==> src/rtl/uart_capture_pkg.sv <==
// Shared receiver types and helpers for uart_capture.
// The PARITY state exists only when UART_CAPTURE_PARITY_EN is defined.
package uart_capture_pkg;

  localparam int unsigned CPB_MIN = 4;

  typedef enum logic [2:0] {
    ST_IDLE,
    ST_START,
    ST_DATA,
`ifdef UART_CAPTURE_PARITY_EN
    ST_PARITY,
`endif
    ST_STOP,
    ST_WAIT_IDLE
  } rx_state_e;

  function automatic int unsigned clocks_per_bit(input int unsigned freq,
                                                 input int unsigned baud);
    return freq / baud;
  endfunction

endpackage

==> src/rtl/uart_capture_fifo.sv <==
// First-word-fall-through capture FIFO; pointers wrap modulo DEPTH (power of two).
module uart_capture_fifo #(
  parameter int unsigned WIDTH = 8,
  parameter int unsigned DEPTH = 16
) (
  input  logic                     clk,
  input  logic                     rst,
  input  logic                     i_push,
  input  logic [WIDTH-1:0]         i_wr_data,
  input  logic                     i_pop,
  output logic [WIDTH-1:0]         o_rd_data,
  output logic                     o_full,
  output logic                     o_empty,
  output logic [$clog2(DEPTH):0]   o_count
);

  localparam int unsigned AW = $clog2(DEPTH);

  logic [WIDTH-1:0] r_mem [DEPTH];
  logic [AW-1:0]    r_wr_ptr;
  logic [AW-1:0]    r_rd_ptr;
  logic [AW:0]      r_count;
  logic             w_wr;
  logic             w_rd;

  assign o_full    = (r_count == (AW+1)'(DEPTH));
  assign o_empty   = (r_count == '0);
  assign o_count   = r_count;
  assign o_rd_data = r_mem[r_rd_ptr];

  // When full, a same-cycle pop frees the slot the write lands in.
  assign w_rd = i_pop & ~o_empty;
  assign w_wr = i_push & (~o_full | w_rd);

  always_ff @(posedge clk) begin
    if (w_wr) r_mem[r_wr_ptr] <= i_wr_data;
  end

  always_ff @(posedge clk) begin
    if (rst) begin
      r_wr_ptr <= '0;
      r_rd_ptr <= '0;
      r_count  <= '0;
    end else begin
      if (w_wr) r_wr_ptr <= r_wr_ptr + AW'(1);
      if (w_rd) r_rd_ptr <= r_rd_ptr + AW'(1);
      case ({w_wr, w_rd})
        2'b10:   r_count <= r_count + (AW+1)'(1);
        2'b01:   r_count <= r_count - (AW+1)'(1);
        default: r_count <= r_count;
      endcase
    end
  end

endmodule

==> src/rtl/uart_capture.sv <==
// UART receiver feeding a capture FIFO, with sticky frame/parity/overflow flags.
// Optional parity bit enabled by defining UART_CAPTURE_PARITY_EN.
module uart_capture
  import uart_capture_pkg::*;
#(
  parameter int unsigned CLOCK_FREQ = 50_000_000,
  parameter int unsigned BAUD_RATE  = 10_000_000,
  parameter int unsigned DATA_BITS  = 8,
  parameter int unsigned DEPTH      = 16,
  parameter int unsigned PARITY_ODD = 0
) (
  input  logic                   clk,
  input  logic                   rst,
  input  logic                   serial_in,
  output logic [DATA_BITS-1:0]   data_out,
  output logic                   data_out_valid,
  input  logic                   data_out_ready,
  output logic [$clog2(DEPTH):0] count,
  output logic                   frame_err,
  output logic                   parity_err,
  output logic                   overflow,
  input  logic                   err_clear
);

  localparam int unsigned CPB  = clocks_per_bit(CLOCK_FREQ, BAUD_RATE);
  localparam int unsigned HALF = CPB / 2;
  localparam int unsigned CW   = $clog2(CPB) + 1;
  localparam int unsigned BW   = $clog2(DATA_BITS) + 1;

  if (CPB < CPB_MIN) begin : g_cpb_chk
    $fatal(1, "uart_capture: clocks per bit below CPB_MIN");
  end
  if (DATA_BITS < 5 || DATA_BITS > 9) begin : g_bits_chk
    $fatal(1, "uart_capture: DATA_BITS outside 5..9");
  end
  if (PARITY_ODD > 1) begin : g_par_chk
    $fatal(1, "uart_capture: PARITY_ODD must be 0 or 1");
  end

  logic                 r_sync1, r_sync2, r_prev;
  logic                 w_line;
  rx_state_e            r_state, w_state_nxt;
  logic [CW-1:0]        r_cnt, w_cnt_nxt;
  logic [BW-1:0]        r_bit, w_bit_nxt;
  logic [DATA_BITS-1:0] r_shift, w_shift_nxt;
  logic                 w_push, w_pop, w_full, w_empty;
  logic                 w_frame_set, w_ovf_set, w_par_set;
  logic                 r_frame_err, r_overflow;

  assign w_line = r_sync2;

  always_comb begin
    w_state_nxt = r_state;
    w_cnt_nxt   = r_cnt + CW'(1);
    w_bit_nxt   = r_bit;
    w_shift_nxt = r_shift;
    w_push      = 1'b0;
    w_frame_set = 1'b0;
    w_par_set   = 1'b0;
    case (r_state)
      ST_IDLE: begin
        // The detection cycle is cycle 0 of the start bit.
        w_cnt_nxt = CW'(1);
        if (r_prev && !w_line) w_state_nxt = ST_START;
      end
      ST_START: begin
        if (r_cnt == CW'(HALF)) begin
          w_cnt_nxt   = '0;
          w_bit_nxt   = '0;
          w_state_nxt = w_line ? ST_IDLE : ST_DATA;
        end
      end
      ST_DATA: begin
        if (r_cnt == CW'(CPB - 1)) begin
          w_cnt_nxt   = '0;
          w_shift_nxt = {w_line, r_shift[DATA_BITS-1:1]};
          w_bit_nxt   = r_bit + BW'(1);
          if (r_bit == BW'(DATA_BITS - 1)) begin
`ifdef UART_CAPTURE_PARITY_EN
            w_state_nxt = ST_PARITY;
`else
            w_state_nxt = ST_STOP;
`endif
          end
        end
      end
`ifdef UART_CAPTURE_PARITY_EN
      ST_PARITY: begin
        if (r_cnt == CW'(CPB - 1)) begin
          w_cnt_nxt   = '0;
          w_par_set   = ((^r_shift) ^ w_line) != 1'(PARITY_ODD);
          w_state_nxt = ST_STOP;
        end
      end
`endif
      ST_STOP: begin
        if (r_cnt == CW'(CPB - 1)) begin
          w_cnt_nxt = '0;
          if (w_line) begin
            w_push      = 1'b1;
            w_state_nxt = ST_IDLE;
          end else begin
            w_frame_set = 1'b1;
            w_state_nxt = ST_WAIT_IDLE;
          end
        end
      end
      ST_WAIT_IDLE: begin
        if (!w_line) w_cnt_nxt = '0;
        else if (r_cnt == CW'(CPB - 1)) w_state_nxt = ST_IDLE;
      end
      default: w_state_nxt = ST_IDLE;
    endcase
  end

  assign w_pop     = data_out_valid & data_out_ready;
  assign w_ovf_set = w_push & w_full & ~w_pop;

  always_ff @(posedge clk) begin
    if (rst) begin
      r_sync1     <= 1'b1;
      r_sync2     <= 1'b1;
      r_prev      <= 1'b1;
      r_state     <= ST_IDLE;
      r_cnt       <= '0;
      r_bit       <= '0;
      r_shift     <= '0;
      r_frame_err <= 1'b0;
      r_overflow  <= 1'b0;
    end else begin
      r_sync1     <= serial_in;
      r_sync2     <= r_sync1;
      r_prev      <= r_sync2;
      r_state     <= w_state_nxt;
      r_cnt       <= w_cnt_nxt;
      r_bit       <= w_bit_nxt;
      r_shift     <= w_shift_nxt;
      r_frame_err <= w_frame_set | (r_frame_err & ~err_clear);
      r_overflow  <= w_ovf_set   | (r_overflow  & ~err_clear);
    end
  end

`ifdef UART_CAPTURE_PARITY_EN
  logic r_parity_err;
  always_ff @(posedge clk) begin
    if (rst) r_parity_err <= 1'b0;
    else     r_parity_err <= w_par_set | (r_parity_err & ~err_clear);
  end
  assign parity_err = r_parity_err;
`else
  assign parity_err = w_par_set;
`endif

  assign frame_err      = r_frame_err;
  assign overflow       = r_overflow;
  assign data_out_valid = ~w_empty;

  uart_capture_fifo #(
    .WIDTH (DATA_BITS),
    .DEPTH (DEPTH)
  ) u_fifo (
    .clk       (clk),
    .rst       (rst),
    .i_push    (w_push),
    .i_wr_data (r_shift),
    .i_pop     (w_pop),
    .o_rd_data (data_out),
    .o_full    (w_full),
    .o_empty   (w_empty),
    .o_count   (count)
  );

endmodule

==> config.mk <==
export PLATFORM = sky130hd
export DESIGN_NAME = uart_capture
export DESIGN_NICKNAME = d
export VERILOG_FILES = /design/src/rtl/uart_capture_pkg.sv /design/src/rtl/uart_capture_fifo.sv /design/src/rtl/uart_capture.sv
export SDC_FILE = /design/constraint.sdc
export NUM_CORES = 1
export LEC_CHECK = 0
export BUFFER_PORTS_ARGS = -buffer_cell sky130_fd_sc_hd__buf_2
export CAP_MARGIN = 30
export CORE_UTILIZATION = 37
export DETAILED_ROUTE_END_ITERATION = 8
export GPL_ROUTABILITY_DRIVEN = 0
export PLACE_DENSITY = 0.61
export SLEW_MARGIN = 20
export SYNTH_ARGS = -nofsm -noshare
export SYNTH_HDL_FRONTEND = slang
export SYNTH_SLANG_ARGS = --single-unit
==> constraint.sdc <==
create_clock -name clk -period 3.6 [get_ports clk]
set_input_delay 0.54 -clock clk [delete_from_list [all_inputs] [get_ports clk]]
set_output_delay 0.54 -clock clk [all_outputs]
set_load 0.01 [all_outputs]
* After elaboration in Yosys (flattened, before gate mapping)
Memory sizes are Yosys's and may differ from the RTL's. A register that Yosys moved wholly into a read port is not among the register bits.
Cells that the tools add are included.
** Word-level totals
- Flip-flop bits (word level) :: 37
- Latch bits :: 0
- Bits in writable memories :: 128
- ROM bits :: 0
- Input bits :: 5
- Output and inout port bits :: 17
- Word-level logic and storage cells :: 88
- Memories :: 1
** Memories
- u_fifo.r_mem :: words 16, bits a word 8, rd ports 1, clocked after Yosys merged registers in 1, write ports 1, RTL line uart_capture_fifo.sv:19 : logic [WIDTH-1:0] r_mem [DEPTH];
** Operators by class
- Add/sub/neg operators :: 6
- Multipliers :: 0
- Divide/modulo/power cells :: 0
- $lt $le $gt $ge :: 0
- Equal/unequal tests :: 17
- Shift-type cells :: 0
- Muxes and demuxes :: 28
- Bitwise logic cells :: 14
- Reduce and logical (&&, ||, !) cells :: 10
** Operator list (count)
- two-way mux 4 bit :: 7
- two-way mux 3 bit :: 8
- adder 4 x 1 -> 4 bit, second input constant :: 4
- one-hot mux 4 bit (4 select lines) :: 1
- one-hot mux 3 bit (5 select lines) :: 1
- != test 2 bit, second input constant :: 7
- one-hot mux 5 bit (2 select lines) :: 1
- == test 4 x 3 -> 1 bit, second input constant :: 2
- two-way mux 1 bit :: 8
- one-hot mux 4 bit (2 select lines) :: 1
- bitwise AND 1 bit :: 7
- AND reduction 7 bit :: 1
- == test 3 x 2 -> 1 bit, second input constant :: 2
- adder 5 x 1 -> 5 bit, second input constant :: 1
- == test 5 bit, second input constant :: 1
- logical NOT 5 bit :: 1
- subtractor 5 x 1 -> 5 bit, second input constant :: 1
- == test 4 x 2 -> 1 bit, second input constant :: 1
- inverter 1 bit :: 4
- nonzero test 2 bit :: 2
- == test 3 x 1 -> 1 bit, second input constant :: 1
- == test 3 bit, second input constant :: 1
- logical NOT 3 bit :: 1
- bitwise OR 1 bit :: 3
- other kinds (8) :: 8

* Longest topological paths before layout
Gate-level depths: netlist of the first run.
- Word-level depth :: 8
- Gate-level depth with buffers :: 11
- Gate-level depth less buffers :: 11

* Modules after synthesis
A second synthesis of the first run with hierarchy kept.
** Second synthesis, totals
- Cell total of the unflattened synthesis :: 453
- Area, all modules :: 6982.9 µm²
** By module, submodules not included
- uart_capture_fifo :: instances 1, cells an instance 326, area each 5858.1 µm², sequential area each 4184.0 µm²
- uart_capture :: instances 1, cells an instance 127, area each 1124.8 µm², sequential area each 480.5 µm²

* Worst setup path before layout of the first run
Ideal clock, no wire load.
- Path kind :: flip-flop to flip-flop
- From :: reg u_fifo.r_count[0], in the netlist u_fifo.o_count[0]
- To :: reg u_fifo.r_count[4], in the netlist u_fifo.o_count[4]
- Setup time :: 0.121 ns
- Arrival time :: 2.410 ns
- Data required time :: 3.479 ns
- Path slack :: 1.069 ns
- Stages on the path, launching flop included :: 10
- Buffers on the path :: 0
- Period minus slack after synthesis :: 2.531 ns
- Path through :: dfxtp_1 -> or3_4 -> o31ai_4 -> nor2_1 -> xor2_1 -> ha_1 -> a211o_2 -> a21oi_1 -> a32oi_1 -> mux2_2
** On the way
- Word-level cells in the longest chain between the ends :: 8
- Elaborated cells on any way between the ends :: 14
- Classes of those cells :: add/sub (2); eq/ne (3); mux (1); bitwise (6); reduce/logical (2)
** RTL lines
- start, declared :: RTL line uart_capture_fifo.sv:22 : logic [AW:0] r_count;
- start signal, assigned :: RTL line uart_capture_fifo.sv:48 : 2'b10: r_count <= r_count + (AW+1)'(1);
- start signal, assigned :: RTL line uart_capture_fifo.sv:49 : 2'b01: r_count <= r_count - (AW+1)'(1);
- start signal, assigned :: RTL line uart_capture_fifo.sv:50 : default: r_count <= r_count;
- logical NOT 5 bit :: RTL line uart_capture_fifo.sv:27 : assign o_empty = (r_count == '0);
- inverter 1 bit :: RTL line uart_capture_fifo.sv:32, uart_capture.sv:156
- bitwise AND 1 bit :: RTL line uart_capture.sv:116 : assign w_pop = data_out_valid & data_out_ready;
- bitwise AND 1 bit :: RTL line uart_capture_fifo.sv:32 : assign w_rd = i_pop & ~o_empty;
- bitwise OR 1 bit :: RTL line uart_capture_fifo.sv:33 : assign w_wr = i_push & (~o_full | w_rd);
- bitwise AND 1 bit :: RTL line uart_capture_fifo.sv:33
- == test 2 x 1 -> 1 bit / == test 2 bit (equally long branches) :: RTL line uart_capture_fifo.sv:47 : case ({w_wr, w_rd})
- one-hot mux 5 bit (2 select lines) / nonzero test 2 bit (equally long branches)
Parallel ways exist; a longest one is shown, timed or not.
A chain may end at the register's enable or synchronous reset.

==> flow_summary.yaml, run 1 <==
finish:
  antennaDiodeCount: 0
  utilization_pct: 43.3
  drive_gt1_share_pct: 26.1
  area_growth_pct: 14.5
  final_nets: 470
  fillers: 1594
  final_area_um2: 7810
  instances_no_fill: 696
floorplanning:
  die_area_um2: 19000
  fp.dieH_um: 138
  ios: 22
  start_util_pct: 37.8
  core_um2: 18000
  row_count: 49
  die_x_um: 138
route:
  routed_wl_mm: 13.1
  via_per_inst: 5.17
  drc: 0
  ant_nets: 0
  wire_per_inst_um: 18.9
  drt-pass1-iter-count: 4
  vias: 3597
  dr.first_iter.drc_count: 236
critical_path:
  end_kind: "primary output"
  start_kind: "flip-flop"
  worstPathRequired_ns: 3.06
  crit_type: "reg2out"
  crit_fanout: 18
  arrival_ns: 2.65
power:
  leakagePower_nw: 2.62
  intPower_mw: 3.50
  clkPwrFrac_pct: 37.7
  p_total_mw: 4.69
  pwr-share-seq_pct: 47.0
  ir_drop_v: 0.000364
  power.density_nw_per_um2: 601
  pwr-share-comb_pct: 15.3
  switching_share_pct: 25.3
  switchingPower_mw: 1.19
timing:
  relSlewSlack_pct: 49.7
  tightest_slew_ns: 0.749
  finalMaxSlewViolations: 0
  final-hold-violation-count: 0
  tns_ns: 0
  setup_slack_ns: 0.414
  fmax_mhz: 314
  setup_violations: 0
  min_period_ns: 3.19
  finClkSkew_ns: 0.0113
  fin_crit_sh_pct: 88.5
  whs_ns: 0.291
  rsz0062_at_grt: "false"
cts:
  clk_path_buf_depth: 2
  h-tree-depth: 4
  cts_tree: "built"
  clkSlewWorstSetupHoldPaths_ns: 0.06
  cts-root-buf: "clkbuf_16"
  cts.repair.resized: 0
  cts_buffers: 17
  clkLatencyLatePin_ns: 0.43
  clock-sinks: 169
  hold_buffers: 0
  postCtsSetupBuffers: 0
logic_synthesis:
  synth.largest_area_cell: "edfxtp_1"
  synth_seq_area_share_pct: 68.4
  yosysWarnings: 0
  syn_inst: 420
  syn_nets: 436
  synth_common_cells: "128 x edfxtp_1, 41 x dfxtp_1, 40 x mux4_2"
  synthMostInstantiatedCell: "edfxtp_1"
  syn_area_per_cell_um2: 16.2
  synthFlopType: "edfxtp_1"
  syn_area_um2: 6820
  synthArstFlopShare_pct: 0
  ys_seq_elements: 169
  ys_types: 48
  synth_area_leaders: "edfxtp_1 56%, mux4_2 13%, dfxtp_1 12%, ha_1 2.0%, nor2_1 1.9%"
  synth_top_area_share_pct: 56.4
  synth_edf_count: 128
grt:
  grt_overflow_total: 0
  grt.total_usage_pct: 15.2
  grt_pass1_wl_mm: 20.4
  grt_antenna_before_repair: 0
  grt_max_degree: 39
  grt_pass1_vias: 3597
run:
  drv_cap: 0
place:
  pre_cts_ws_ns: 0.787
  post_dp_cell_area_um2: 7220
  place.port_buffers: 20
  dp_hpwl_mm: 8.64
  dp.cells: 664
hold_path:
  hold_class: "in2reg"
outcome:
  status: "finished, final reports clean"
per-layer routing:
metal,vias to the layer above,global-route usage [%],share of wire [%]
li1,1672,-,-
met1,1841,20.0,47
met2,69,23.8,48
met3,15,3.57,3.3
met4,0,6.64,1.5
met5,-,0,0
power groups by stage:
stage | combinational, mW | sequential [mW] | clock (mW)
after floorplan | 0.586 | 2.21 | 0
after global placement | 0.704 | 2.25 | 0
after detailed placement | 0.720 | 2.25 | 0
after CTS | 0.724 | 2.21 | 1.80
after global routing | 0.785 | 2.22 | 1.88
final | 0.716 | 2.21 | 1.77
final cells by class:
cell class	count	area (µm²)	share of cell area (%)
clock buffer	22	507	6.49
clock inverter	10	82.6	1.06
inverter	12	45.0	0.577
multi-input combinational	219	2010	25.7
sequential	169	4670	59.7
tap	229	287	3.67
timing repair buffer	35	213	2.72
cells in the final DEF, fill, tap and decap left out, types with 2 or more instances in the layout:
cell       count
and3_1         2
inv_1         12
and2_1         9
ha_1          11
clkbuf_8       2
or2_2          5
clkinv_4       5
xnor2_1        3
mux4_2        40
clkbuf_16     19
edfxtp_1     128
nand2b_1       5
inv_6          2
o21ai_0        7
o22ai_1        2
a21oi_1       19
buf_2         20
mux2_2         2
mux2i_1        4
dfxtp_1       40
clkinv_2       2
nor2b_1        5
buf_4         15
nand2_1       26
nand3_1        5
nor3b_1        2
nand3b_1       4
xor2_1         6
a32oi_1        2
nor3_1         6
nor2_1        34
nand4_1        2
flip-flops by register name, summed over array words and instances (netlist names), named ones only:
| register | count |
|---|---|
| overflow | 1 |
| u_fifo.r_mem | 128 |
| r_state | 3 |
| r_bit | 4 |
| u_fifo.r_rd_ptr | 4 |
| frame_err | 1 |
| r_sync2 | 1 |
| u_fifo.r_wr_ptr | 4 |
| u_fifo.o_count | 5 |
| r_cnt | 4 |
| r_sync1 | 1 |
| r_prev | 1 |
| r_shift | 8 |
cell families after synthesis:
logic type | count (synthesis) | share of synthesized area [%]
flip-flops | 169 | 68.4
AND/OR/NAND/NOR | 112 | 8.15
multiplexers | 46 | 14.1
AO/OA/AOI/OAI | 40 | 3.96
buffers and inverters | 32 | 2.11
adder cells (fa/ha/maj) | 11 | 2.02
XOR/XNOR | 9 | 1.16
other | 1 | 0.0550
critical path, stage by stage, from the launching register on:
cell and delay [ns]:
dfxtp_2 0.73, buf_4 0.32, mux4_2 0.51, mux4_2 0.49, buf_2 0.16
path summary, 6_finish.rpt:
check / from / end / slack [ns] / depth (start not counted)
worst max-delay path: flip-flop / data_out[5] / 0.41 / 4
worst min-delay path: serial_in / r_sync1 / 0.29 / 2
worst max register to register: u_fifo.o_count[1] / u_fifo.o_count[4] / 0.83 / 9
worst min register to register: r_sync1 / r_sync2 / 0.41 / 1
(Power assumes the default switching activity.)
==> run 2: changes to the inputs <==
--- a/config.mk
+++ b/config.mk
@@ -5,11 +5,11 @@
 export SDC_FILE = /design/constraint.sdc
 export NUM_CORES = 1
 export LEC_CHECK = 0
+export ABC_AREA = 1
 export BUFFER_PORTS_ARGS = -buffer_cell sky130_fd_sc_hd__buf_2
 export CAP_MARGIN = 30
 export CORE_UTILIZATION = 37
 export DETAILED_ROUTE_END_ITERATION = 8
-export GPL_ROUTABILITY_DRIVEN = 0
 export PLACE_DENSITY = 0.61
 export SLEW_MARGIN = 20
 export SYNTH_ARGS = -nofsm -noshare
==> flow_summary.yaml, run 2 <==
critical_path:
  r2r-end: "u_fifo.r_mem[5][1]"
  crit_fanout: 57
  rr_worst_depth: 8
  max_stage_delay_ns: 0.80
  worstPathRequired_ns: 3.06
  rrSetupSlack_ns: 1.05
  crit_type: "reg2out"
  end_kind: "primary output"
  arrival_ns: 2.31
  cpMaxStageDelayCell: "dfxtp_4"
  start_kind: "flip-flop"
  rr_startpoint: "r_cnt[0]"
  worstPathCellList: "buf_12 > mux2i_1 > o211ai_1 > nand3_1 > nand2_1 > buf_2"
finish:
  largest_reg_flops: 128
  top_register: "u_fifo.r_mem"
  final_common_cell: "edfxtp_1"
  mostFrequentLayoutCells: "128 x edfxtp_1, 66 x inv_1, 56 x o21ai_0"
  antennaDiodeCount: 0
  area_growth_pct: 13.6
  drive_gt1_share_pct: 13.2
  final_nets: 648
  multi_input_area_um2: 2070
  instances_no_fill: 879
  register_area_um2: 4670
  utilization_pct: 43.1
  fillers: 1753
hold_path:
  hold_end: "r_sync1"
  hp-start: "serial_in"
  holdPathStages: 2
  hold_class: "in2reg"
cts:
  hold_buffers: 0
  clkLatencyLatePin_ns: 0.43
  cts.repair.resized: 0
  clock-sinks: 169
  cts_tree: "built"
  clkSlewWorstSetupHoldPaths_ns: 0.06
  clk_path_buf_depth: 2
  postCtsSetupBuffers: 0
  cts-root-buf: "clkbuf_16"
  cts_buffers: 17
  h-tree-depth: 4
place:
  dp_hpwl_mm: 10.0
  pre_cts_ws_ns: 1.02
  globalplace.congestion: 0.874
  place.port_buffers: 20
  dp.cells: 847
logic_synthesis:
  synthMuxAreaShare_pct: 4.50
  synth_top_family_by_area: "compound AO/OA/AOI/OAI gates"
  ys_types: 37
  synthFlopType: "edfxtp_1"
  synth_top_area_share_pct: 54.0
  synth.largest_area_cell: "edfxtp_1"
  yosysWarnings: 0
  post_synth_and_or_nand_nor_area_fraction_pct: 10.3
  syn_area_um2: 7120
  syn_nets: 630
  yosys.area_share.adder_pct: 1.93
  synth_common_cells: "128 x edfxtp_1, 66 x inv_1, 56 x o21ai_0"
  synthArstFlopShare_pct: 0
  syn_inst: 614
  synth-compound-area-share_pct: 12.1
  synth_area_leaders: "edfxtp_1 54%, dfxtp_1 12%, mux2i_1 4.5%, o21ai_0 3.9%, a21oi_1 3.7%"
  synthMostInstantiatedCell: "edfxtp_1"
  ys_seq_elements: 169
  syn_area_per_cell_um2: 11.6
  synth_seq_area_share_pct: 65.5
  synth_edf_count: 128
  synth_xor_xnor_area_share_pct: 0.123
timing:
  setup_violations: 0
  finalMaxSlewViolations: 0
  finClkSkew_ns: 0.0159
  min_period_ns: 2.85
  tightest_slew_ns: 0.874
  relSlewSlack_pct: 41.5
  fin_crit_sh_pct: 79.3
  rsz0062_at_grt: "false"
  tns_ns: 0
  setup_slack_ns: 0.746
  final-hold-violation-count: 0
  fmax_mhz: 350
floorplanning:
  fp.dieH_um: 141
  die_area_um2: 19800
  core_um2: 18800
  row_count: 50
  start_util_pct: 38.0
  die_x_um: 141
  ios: 22
route:
  drt-pass1-iter-count: 5
  wire_per_inst_um: 17.2
  vias: 4559
  drc: 0
  dr.first_iter.drc_count: 302
  via_per_inst: 5.19
  routed_wl_mm: 15.1
  ant_nets: 0
grt:
  grt_antenna_before_repair: 0
  grt.total_usage_pct: 16.2
  grt_pass1_vias: 4416
  grt_max_degree: 58
  grt_overflow_total: 0
  grt_pass1_wl_mm: 23.7
power:
  p_total_mw: 5.21
  leakagePower_nw: 2.96
  ir_drop_v: 0.000368
  power.density_nw_per_um2: 644
run:
  drv_cap: 0
outcome:
  status: "finished, final reports clean"
-- run 2: area by class of cell --
class | instances | share of cell area [%]
Inverter | 72 | 3.43
Timing Repair Buffer | 25 | 2.10
Clock buffer | 17 | 5.26
Clock inverter | 15 | 2.30
Sequential cell | 169 | 57.7
Multi-Input combinational cell | 347 | 25.6
Tap cell | 234 | 3.62
-- run 2: where the power goes --
group	total [mW]	internal, mW	switching (mW)
clock network	1.88	1.10	0.777
logic	1.06	0.401	0.657
registers	2.27	2.13	0.135
-- run 2: metal layers --
metal / part of all wire (%) / wire length [µm] / GRT usage, % / vias to the layer above
li1: - / - / - / 2218
met1: 44 / 6710 / 20.7 / 2178
met2: 47 / 7180 / 26.1 / 134
met3: 5.8 / 882 / 3.57 / 29
met4: 2.4 / 357 / 8.35 / 0
met5: 0 / 0 / 0 / -
-- run 2: kinds of logic after synthesis --
group	Yosys count
XOR/XNOR	1
AO/OA/AOI/OAI	151
buffers and inverters	98
multiplexers	32
adder cells (fa/ha/maj)	11
flip-flops	169
other	1
AND/OR/NAND/NOR	151
-- run 2: metrics by stage --
step           hold slack (ns)  cell area, µm²
2_1_floorplan            0.389            7120
5_1_grt                  0.283            8090
3_3_place_gp             0.398            7450
6_report                 0.296            8090
3_5_place_dp             0.399            7480
4_1_cts                  0.274            8090
-- run 2: worst max-delay path: cells and delay by family (launching register included) --
family                 cells  cell delay [ns]
flip-flops                 1             0.80
buffers and inverters      2             0.42
AO/OA/AOI/OAI              1             0.31
AND/OR/NAND/NOR            2             0.22
multiplexers               1             0.10
-- run 2: worst max path at each step --
stage | from | to | cells after the start
after floorplan | r_cnt[0] | u_fifo.r_mem[3][0] | 8
after detailed placement | r_cnt[0] | u_fifo.r_mem[5][1] | 8
final | flip-flop | data_out[2] | 6
after CTS | flip-flop | data_out[7] | 6
after global placement | r_cnt[0] | u_fifo.r_mem[2][7] | 8
after global routing | flip-flop | data_out[7] | 7
==> run 3: changes to the inputs <==
==> constraint.sdc (replaced) <==
create_clock -name clk -period 2.8 [get_ports clk]
set_input_delay 0.42 -clock clk [delete_from_list [all_inputs] [get_ports clk]]
set_output_delay 0.42 -clock clk [all_outputs]
set_load 0.01 [all_outputs]
==> flow_summary.yaml, run 3 (synthesis gave the netlist of run 2 again) <==
outcome:
  status: "finished, final reports clean"
finish:
  drive_gt1_share_pct: 14.2
  final_common_cell: "edfxtp_1"
  instances_no_fill: 890
  top_register: "u_fifo.r_mem"
  largest_reg_flops: 128
  area_growth_pct: 13.9
  final_nets: 659
  final_area_um2: 8110
  mostFrequentLayoutCells: "128 x edfxtp_1, 66 x inv_1, 56 x o21ai_0"
  antennaDiodeCount: 0
cts:
  cts.repair.resized: 0
  cts_buffers: 17
  postCtsSetupBuffers: 0
  clkLatencyLatePin_ns: 0.43
  cts_tree: "built"
  clk_path_buf_depth: 2
  h-tree-depth: 4
  clock-sinks: 169
  cts-root-buf: "clkbuf_16"
  clkSlewWorstSetupHoldPaths_ns: 0.06
  hold_buffers: 0
place:
  place.port_buffers: 20
  globalplace.congestion: 0.892
  pre_cts_ws_ns: 0.425
  post_dp_cell_area_um2: 7530
  dp_hpwl_mm: 10.0
  dp.cells: 857
route:
  drt-pass1-iter-count: 5
  dr.first_iter.drc_count: 395
  wire_per_inst_um: 17.0
  drc: 0
  ant_nets: 0
  routed_wl_mm: 15.2
  via_per_inst: 5.10
  vias: 4542
timing:
  whs_ns: 0.170
  fmax_mhz: 381
  fin_crit_sh_pct: 93.6
  setup_slack_ns: 0.178
  tightest_slew_ns: 0.870
  min_period_ns: 2.62
  finClkSkew_ns: 0.00849
  setup_violations: 0
  relSlewSlack_pct: 41.9
  tns_ns: 0
  finalMaxSlewViolations: 0
  rsz0062_at_grt: "false"
  final-hold-violation-count: 0
critical_path:
  arrival_ns: 2.20
  end_kind: "primary output"
  crit_fanout: 55
  worstPathRequired_ns: 2.38
  start_kind: "flip-flop"
  crit_type: "reg2out"
  rr_worst_depth: 8
floorplanning:
  ios: 22
  row_count: 50
  start_util_pct: 38.0
  fp.dieH_um: 141
  die_area_um2: 19800
  core_um2: 18800
  die_x_um: 141
grt:
  grt_antenna_before_repair: 0
  grt_pass1_vias: 4514
  grt_pass1_wl_mm: 24.4
  grt.total_usage_pct: 16.5
  grt_max_degree: 56
  grt_overflow_total: 0
run:
  drv_cap: 0
hold_path:
  holdPathStages: 2
  hold_class: "in2reg"
power:
  ir_drop_v: 0.000535
  power.density_nw_per_um2: 798
  leakagePower_nw: 2.97
==> run 3: cell types whose count changed in the layout (fill, tap and decap cells not counted) <==
| cell | before | now |
|---|---|---|
| buf_4 | 3 | 14 |
| bufinv_16 | 3 | 1 |
| clkbuf_1 | 0 | 1 |
| clkinv_1 | 1 | 3 |
| clkinv_2 | 2 | 3 |
| clkinv_4 | 2 | 3 |
| clkinvlp_4 | 3 | 1 |
| inv_8 | 1 | 0 |
==> run 3: where the power goes <==
part,internal [mW],switching [mW],total (mW)
combinational,0.521,0.845,1.37
clock,1.23,0.983,2.21
sequential,2.74,0.156,2.90
total,4.49,1.98,6.48
==> run 3: path summary, 6_finish.rpt <==
kind,startpoint,endpoint,slack (ns)
worst max-delay path,flip-flop,data_out[2],0.18
worst min-delay path,serial_in,r_sync1,0.17
worst max register to register,r_cnt[0],u_fifo.r_mem[12][3],0.41
worst min register to register,r_sync1,r_sync2,0.42
==> run 3: layer usage <==
metal / track usage [%] / routed length [µm] / vias to the layer above
met4: 5.66 / 275 / 0
met1: 21.7 / 6940 / 2169
met3: 4.31 / 695 / 21
met2: 26.3 / 7250 / 122
li1: - / - / 2230
met5: 0 / 0 / -
==> run 3: cell type report <==
type                    instances  area (µm²)
fillers                      1724       10700
flip-flops and latches        169        4670
multi-input cells             347        2070
clock buffers                  18         429
well taps                     234         293
inverters                      72         278
repair buffers                 36         253
clock inverters                14         121
==> run 3: worst max-delay path, stage by stage, from the launching register on <==
cell and delay [ns]:
dfxtp_4 0.70, buf_12 0.25, mux2i_1 0.30, o211ai_1 0.18
o211ai_1 0.12, nand2_1 0.06, buf_2 0.14
==> run 3: per-stage QoR <==
stage	util [%]	power, mW
2_1_floorplan	-	3.91
3_3_place_gp	40.1	4.26
3_5_place_dp	40.1	4.28
4_1_cts	43.1	6.48
5_1_grt	43.2	6.81
6_report	43.2	6.48
